File: src/rtl/sb_pkg.sv
// rtl/sb_pkg.sv - shared constants and types for the register scoreboard
package sb_pkg;
  localparam int NREG = 32;
  localparam int LATW = 3;
  localparam logic [LATW-1:0] LAT_VAR = 3'd7;

  typedef logic [4:0]      reg_idx_t;
  typedef logic [LATW-1:0] lat_t;
endpackage

File: src/rtl/sb_entry.sv
// rtl/sb_entry.sv - per-register in-flight latency counter
module sb_entry
  import sb_pkg::*;
(
  input  logic            clk,
  input  logic            reset,
  input  logic            ld,
  input  logic [LATW-1:0] ld_val,
  input  logic            var_clr,
  output logic [LATW-1:0] cnt,
  output logic            busy
);

  lat_t cnt_q, cnt_d;

  // Load wins over the variable-latency clear; LAT_VAR never counts down.
  always_comb begin
    cnt_d = cnt_q;
    if (ld) begin
      cnt_d = ld_val;
    end else if (var_clr) begin
      cnt_d = '0;
    end else if (cnt_q != '0 && cnt_q != LAT_VAR) begin
      cnt_d = cnt_q - 1'b1;
    end
  end

  always_ff @(posedge clk) begin
    if (reset) begin
      cnt_q <= '0;
    end else begin
      cnt_q <= cnt_d;
    end
  end

  assign cnt  = cnt_q;
  assign busy = (cnt_q != '0);

endmodule

File: src/rtl/reg_scoreboard.sv
// rtl/reg_scoreboard.sv - register scoreboard and issue stall controller
module reg_scoreboard
  import sb_pkg::*;
(
  input  logic        clk,
  input  logic        reset,
  input  logic        IssueValid,
  input  logic [4:0]  IssueRs,
  input  logic [4:0]  IssueRt,
  input  logic        IssueUseRs,
  input  logic        IssueUseRt,
  input  logic        IssueWb,
  input  logic [4:0]  IssueRd,
  input  logic [2:0]  IssueLat,
  input  logic        VarDone,
  input  logic [4:0]  VarRd,
  output logic        Stall,
  output logic        Issued,
  output logic [31:0] BusyMask,
  output logic [15:0] StallCount
);

  logic [NREG-1:0] busy;
  logic            hazard;
  logic [15:0]     stall_cnt_q, stall_cnt_d;

  assign busy[0] = 1'b0;

  genvar r;
  generate
    for (r = 1; r < NREG; r++) begin : g_entry
      lat_t cnt;
      logic ld, var_clr;

      assign ld      = Issued && IssueWb && (IssueRd == reg_idx_t'(r));
      assign var_clr = VarDone && (VarRd == reg_idx_t'(r)) && (cnt == LAT_VAR);

      sb_entry u_entry (
        .clk    (clk),
        .reset  (reset),
        .ld     (ld),
        .ld_val (IssueLat),
        .var_clr(var_clr),
        .cnt    (cnt),
        .busy   (busy[r])
      );
    end
  endgenerate

  assign hazard = (IssueUseRs && busy[IssueRs]) ||
                  (IssueUseRt && busy[IssueRt]) ||
                  (IssueWb    && busy[IssueRd]);

  assign Stall    = IssueValid && hazard;
  assign Issued   = IssueValid && !hazard;
  assign BusyMask = busy;

  always_comb begin
    stall_cnt_d = stall_cnt_q;
    if (Stall && stall_cnt_q != 16'hFFFF) begin
      stall_cnt_d = stall_cnt_q + 16'd1;
    end
  end

  always_ff @(posedge clk) begin
    if (reset) begin
      stall_cnt_q <= '0;
    end else begin
      stall_cnt_q <= stall_cnt_d;
    end
  end

  assign StallCount = stall_cnt_q;

endmodule
File: config.mk
export PLATFORM = sky130hd
export DESIGN_NAME = reg_scoreboard
export DESIGN_NICKNAME = d
export VERILOG_FILES = /design/src/rtl/sb_pkg.sv /design/src/rtl/sb_entry.sv /design/src/rtl/reg_scoreboard.sv
export SDC_FILE = /design/constraint.sdc
export NUM_CORES = 1
export LEC_CHECK = 0
export CAP_MARGIN = 20
export CORE_MARGIN = 2
export CORE_UTILIZATION = 35
export DETAILED_ROUTE_END_ITERATION = 10
export DONT_BUFFER_PORTS = 1
export MAX_ROUTING_LAYER = met4
export SKIP_LAST_GASP = 1
export SLEW_MARGIN = 20
export SYNTH_ARGS = -nofsm -noshare
export SYNTH_HDL_FRONTEND = slang
export SYNTH_HIERARCHICAL = 1
export SYNTH_SLANG_ARGS = --single-unit
File: constraint.sdc
create_clock -name clk -period 3.87 [get_ports clk]
set_input_delay 0.774 -clock clk [delete_from_list [all_inputs] [get_ports clk]]
set_output_delay 0.774 -clock clk [all_outputs]
set_load 0.01 [all_outputs]
Word level (Yosys, flattened, before mapping)
Index checks and enable logic that the tools add are counted.
{"block": "word_totals", "reg_bits": 109, "output_inout_bits": 50, "input_bits": 30}
{"block": "classes", "addsub": 32, "n_eq_ne": 125, "n_lt_le_gt_ge": 3, "n_reduce_logical": 196, "mux": 99}
{"cell": "3-bit 2-to-1 mux", "count": 93}
{"cell": "3-bit nonzero test", "count": 62}
{"cell": "5-bit == test (second input constant)", "count": 32}
{"cell": "1-bit logical AND", "count": 131}
{"cell": "3-bit == test (second input constant)", "count": 31}
{"cell": "3-bit inequality test (second input constant)", "count": 31}
{"cell": "3-bit by 1-bit subtractor with 3-bit output (second input constant)", "count": 31}
{"cell": "5-bit by 4-bit == test with 1-bit output (second input constant)", "count": 16}
{"cell": "5-bit by 3-bit == test with 1-bit output (second input constant)", "count": 8}
{"cell": "5-bit by 2-bit == test with 1-bit output (second input constant)", "count": 4}
{"cell": "5-bit by 6-bit less-than comparator with 1-bit output (second input constant)", "count": 3}
{"cell": "16-bit by 1-bit adder with 16-bit output (second input constant)", "count": 1}
{"cell": "16-bit inequality test (second input constant)", "count": 1}
{"cell": "1-bit binary-select mux with 5-bit select", "count": 3}
{"cell": "5-bit by 1-bit == test with 1-bit output (second input constant)", "count": 2}
{"cell": "1-bit 2-to-1 mux", "count": 3}
{"cell": "1-bit logical OR", "count": 2}
{"cell": "1-bit logical NOT", "count": 1}

Depth between registers and ports, before layout
{"block": "depth", "word_depth": 11, "mapped_depth": 17, "mapped_depth_nobuf": 14}

Modules after synthesis
The synthesis kept the hierarchy.
{"mod": "sb_entry", "seq_area_each_um2": 60.1, "cells_per_inst": 26, "n_inst": 31, "area_per_inst_um2": 231.5}
{"mod": "reg_scoreboard", "seq_area_each_um2": 320.3, "cells_per_inst": 355, "n_inst": 1, "area_per_inst_um2": 2716.4}

Least setup slack after synthesis
No wires, ideal clock.
{"block": "synth_timing", "path_kind": "input to register", "from": "input port IssueRd[1]", "to": "register g_entry[4].u_entry.cnt_q[2]", "path_buffers": 6, "setup_time_ns": 0.122, "setup_slack_ns": 0.208, "required_time_ns": 3.748, "stages": 15, "arrival_ns": 3.541, "path_cell_list": "buf_2 > buf_2 > mux2_2 > a31oi_1 > nand3_1 > o221a_2 > or3_1 > buf_6 > buf_8 > buf_8 > nor4_2 > buf_6 > and4bb_2 > a221oi_1 > nor2_1"}
{"block": "synth_between", "elab_chain_len": 9}
{"item": "from (decl)", "line": "reg_scoreboard.sv:13", "text": "input logic [4:0] IssueRd,"}
{"item": "1-bit binary-select mux with 5-bit select", "line": "reg_scoreboard.sv:52", "text": "(IssueWb && busy[IssueRd]);"}
{"item": "1-bit 2-to-1 mux (implied by the code)", "line": "reg_scoreboard.sv:52"}
{"item": "1-bit logical AND", "line": "reg_scoreboard.sv:52"}
{"item": "1-bit logical OR", "line": "reg_scoreboard.sv:51", "text": "(IssueUseRt && busy[IssueRt]) ||"}
{"item": "1-bit logical NOT", "line": "reg_scoreboard.sv:55", "text": "assign Issued = IssueValid && !hazard;"}
{"item": "1-bit logical AND", "line": "reg_scoreboard.sv:55"}
{"item": "1-bit logical AND", "line": "reg_scoreboard.sv:35", "text": "assign ld = Issued && IssueWb && (IssueRd == reg_idx_t'(r));"}
{"item": "1-bit logical AND *", "line": "reg_scoreboard.sv:35"}
{"item": "net g_entry[4].ld", "line": "reg_scoreboard.sv:33", "text": "logic ld, var_clr;"}
{"item": "3-bit nonzero test (no source line) or 3-bit 2-to-1 mux (tied branches)"}
{"item": "to (signal assigned)", "line": "sb_entry.sv:32", "text": "cnt_q <= cnt_d;"}
{"item": "to (decl)", "line": "sb_entry.sv:14", "text": "lat_t cnt_q, cnt_d;"}
The timed path passes the listed nets; every way through them passes the cells marked *. The select of a mux whose other input is x is not followed.
A chain may end at the register's enable or synchronous reset.

Worst setup path in the final report
{"block": "layout_timing", "from": "register g_entry[21].u_entry.cnt_q[0]", "to": "register g_entry[6].u_entry.cnt_q[2]"}
{"block": "layout_between", "elab_chain_len": 11}
{"item": "from (decl)", "line": "sb_entry.sv:14"}
{"item": "from (signal assigned)", "line": "sb_entry.sv:32"}
{"item": "3-bit nonzero test *", "line": "sb_entry.sv:37", "text": "assign busy = (cnt_q != '0);"}
{"item": "1-bit binary-select mux with 5-bit select, on equally long branches", "line": "reg_scoreboard.sv:50, reg_scoreboard.sv:51"}
{"item": "1-bit 2-to-1 mux, on equally long branches", "line": "reg_scoreboard.sv:50, reg_scoreboard.sv:51"}
{"item": "1-bit logical AND, on equally long branches", "line": "reg_scoreboard.sv:50, reg_scoreboard.sv:51"}
{"item": "1-bit logical OR", "line": "reg_scoreboard.sv:50", "text": "assign hazard = (IssueUseRs && busy[IssueRs]) ||"}
{"item": "1-bit logical OR *", "line": "reg_scoreboard.sv:51"}
{"item": "1-bit logical NOT *", "line": "reg_scoreboard.sv:55"}
{"item": "1-bit logical AND *", "line": "reg_scoreboard.sv:55"}
{"item": "1-bit logical AND * (2 in a row)", "line": "reg_scoreboard.sv:35"}
{"item": "net g_entry[6].ld", "line": "reg_scoreboard.sv:33"}
{"item": "3-bit nonzero test (no source line) or 3-bit 2-to-1 mux (tied branches)"}
{"item": "to (signal assigned)", "line": "sb_entry.sv:32"}
{"item": "to (decl)", "line": "sb_entry.sv:14"}
Marks and branches as above.

==> impl_metrics.toml <==
[pwr]
ir_drop_mv = 0.2336
report.power.total_mw = 6.848
power_per_cell_area_nw_per_um2 = 617.4
static-leakage-power_nw = 4.443

[global_routing]
initial_antenna_violation_count = 0
grt_pass1_wl_mm = 44.48
grt-ovfl-total = 0
grt_pass1_vias = 8306
grt_start_max_net_pins = 185
grt_usage = 0.1966

[clocking]
tritoncts = "built"
cts_root_buf = "clkbuf_16"
clock_sinks = 109
worst_skew_pair.late_latency_ps = 370
cts_buffers = 9
clk_pin_slew_worst_paths_ps = 80
hold_buffer_count_at_cts = 0
clock_tree.buffer_depth = 2
ctsHtreeMaxLevel = 3

[drt]
route.antenna.remaining_nets = 0
drt-pass1-iter-count = 5
via_count = 9098
drt_iter0_markers = 739
drc = 0
drt_wl_total_mm = 28.76
post_drt_wl_per_cell_um = 17.90
via_per_instance_ratio = 5.665

[floorplan]
design.die.area_um2 = 29620
die-width_um = 172.1
core_rows = 61
initial_utilization = 0.3561
coreArea_um2 = 27780
floorplan.die.height_um = 172.1
top_level_ports = 80

[worst_setup_path]
max_stage_delay_ps = 470
worstSetupEndpointType = "flop"
critical_path_class = "flop to flop"
cp.required_ps = 4120
critical_path.max_fanout = 14
crit_path_cell_trace = "inv_1 -> ha_2 -> ha_1 -> inv_1 -> mux4_1 -> mux2_2 -> nor3b_2 -> nor4b_2 -> or3_4 -> buf_6 -> nor3_4 -> buf_4 -> nor3b_2 -> buf_4 -> and4bb_2 -> a221oi_1 -> nor2_1"
start_kind = "flop"
crit_path_arrival_time_ps = 4010
worst_path_max_delay_cell = "mux4_1"

[yosys]
synth_top_cell_by_area = "dfxtp_1"
syn-num-nets = 1285
post_synth_main_area_contributors = "dfxtp_1 (22%), ha_1 (12%), nor4_1 (6.9%)"
postSynth.topFlopCell = "dfxtp_1"
number_of_library_cell_types_mapped_by_synthesis = 55
number_of_flops_mapped_to_enable_cells_by_yosys = 0
synth-seq-area-share = 0.2206
synth.ff_latch_count = 109
synth_area_um2 = 9892
yosys.cell_count.top_type = "inv_1"
syn-mean-instance-area_um2 = 8.520
synth-async-reset-ratio = 0
synth-warning-count = 6
synthesized_instance_count = 1161
synth.top_cell.area_share = 0.2206
synth_common_cells = "inv_1 (138), dfxtp_1 (109), nor4_1 (109)"

[timing]
finalSetupViolCount = 0
final_max_slew_viol_count = 0
finalCritPeriodShare = 0.9705
fin_worst_hold_slack_ps = 523.2
fin_worst_skew_ps = 12.72
final.min_clock_period_ps = 3756
timing_worst_slew_pin_value_ps = 910.5
finalHoldViolations = 0
timing.max_slew.rel_slack = 0.3874
rsz0062_at_grt = "yes"
fmax_mhz = 266.2

[job]
max_cap_viol_count = 0

[finish]
regArea_um2 = 2188
area_delta_synth_final_pct = 12.13
num-fill-cells = 2866
utilization = 0.3993
antenna_cells_inserted = 0
multi_input_area_um2 = 6822
final_net_count = 1347
layout-drive-gt1-share = 0.2288

[placed_design]
detailedPlacementHpwl_mm = 20.46
placement.io_buffers = 0
gp_congestion = 0.8687

[hold_path]
min_path_type = "input pin to flop"

[run_status]
status = "finished, final reports clean"
path summary, 6_finish.rpt:
kind / end / startpoint / slack, ps / cells after the start
max: g_entry[6].u_entry/cnt[2]$_SDFFE_PP0P_ / g_entry[21].u_entry/cnt[0]$_SDFFE_PP0P_ / 110 / 17
min reg2reg: StallCount[1]$_SDFFE_PP0P_ / StallCount[1]$_SDFFE_PP0P_ / 570 / 2
max reg2reg: g_entry[6].u_entry/cnt[2]$_SDFFE_PP0P_ / g_entry[21].u_entry/cnt[0]$_SDFFE_PP0P_ / 110 / 17
min: g_entry[23].u_entry/cnt[2]$_SDFFE_PP0P_ / reset / 520 / 1
worst max-delay path, delay by kind of cell, from the launching register on:
family | cells | cell delay, ps
buf+inv | 5 | 650
mux | 2 | 770
simple gates | 7 | 1320
fa+ha+maj | 2 | 360
flops | 1 | 320
compound gates | 1 | 220
layout by cell type (no fill, tap or decap), types with 3 or more instances in the layout:
cell,synthesis,routed
ha_1,94,92
nand3_1,29,29
nor3b_2,0,3
mux2_1,3,3
and4bb_2,32,31
mux4_2,8,8
nor3_1,55,54
nor2b_4,0,3
inv_1,138,135
and3_1,17,15
mux2_2,13,13
nand2b_1,11,11
and3b_2,31,31
mux4_1,7,7
mux2i_1,45,45
buf_4,2,105
or4_1,33,33
dfxtp_1,109,104
and4_1,7,3
dfxtp_2,0,5
o221ai_2,31,31
clkbuf_16,0,9
a21oi_1,38,38
inv_2,0,3
and2_1,4,4
nor2b_1,24,21
nand2_1,86,86
or3_1,4,3
and4_2,0,3
a221oi_1,32,31
nor4_1,109,108
nand4_1,13,13
nor2_1,96,95
final cells by class:
| type | count | area share |
|---|---|---|
| flip-flops and latches | 109 | 0.1973 |
| clock buffers | 10 | 0.02155 |
| well taps | 378 | 0.04264 |
| inverters | 138 | 0.04670 |
| repair buffers | 106 | 0.07208 |
| multi-input cells | 859 | 0.6150 |
| clock inverters | 6 | 0.004738 |
where the power goes:
| part | leakage [nW] | internal (mW) | switching, mW |
|---|---|---|---|
| Clock | 0.143 | 0.469 | 0.490 |
| Sequential | 0.902 | 1.49 | 0.321 |
| Combinational | 3.40 | 1.93 | 2.14 |
metal layers:
| metal | track usage | vias to the layer above | wire length (um) |
|---|---|---|---|
| met4 | 0.06211 | 0 | 710 |
| met5 | - | - | 0 |
| met2 | 0.3148 | 252 | 13130 |
| met3 | 0.04532 | 49 | 1972 |
| li1 | - | 4470 | - |
| met1 | 0.2462 | 4327 | 12940 |
sequential cells by signal (all words and copies together), names as in the netlist:
register and count:
g_entry.u_entry/cnt 93, StallCount 16
cell families (layout without fill, tap and decap cells):
logic type                 count (synthesis)  after routing  share of synthesized area
and+or+nand+nor                          568            568                     0.3478
buffers and inverters                    193            260                     0.1019
AOI/OAI and AO/OA                        119            119                     0.1083
DFF                                      109            109                     0.2206
adders and majority gates                 94             94                     0.1189
muxes                                     77             77                     0.1021
other                                      1              1                  0.0003791
repair_timing:
| item | in CTS | in global routing |
|---|---|---|
| gates resized for setup | 0 | 41 |
| buffers inserted | 0 | 6 |
| setup endpoints to repair | 0 | 56 |
through the flow:
stage / setup slack, ps / instances / cell area, um2 / setup TNS, ps
after floorplan: 207.6 / 1161 / 9892 / 0
after CTS: 8.049 / 1600 / 10920 / 0
after global placement: 35.06 / 1584 / 10630 / 0
after global routing: -56.66 / 1606 / 11090 / -215.0
after detailed placement: 23.89 / 1584 / 10630 / 0
final: 114.1 / 1606 / 11090 / 0
Note: power is estimated with default switching activity, not from simulation.
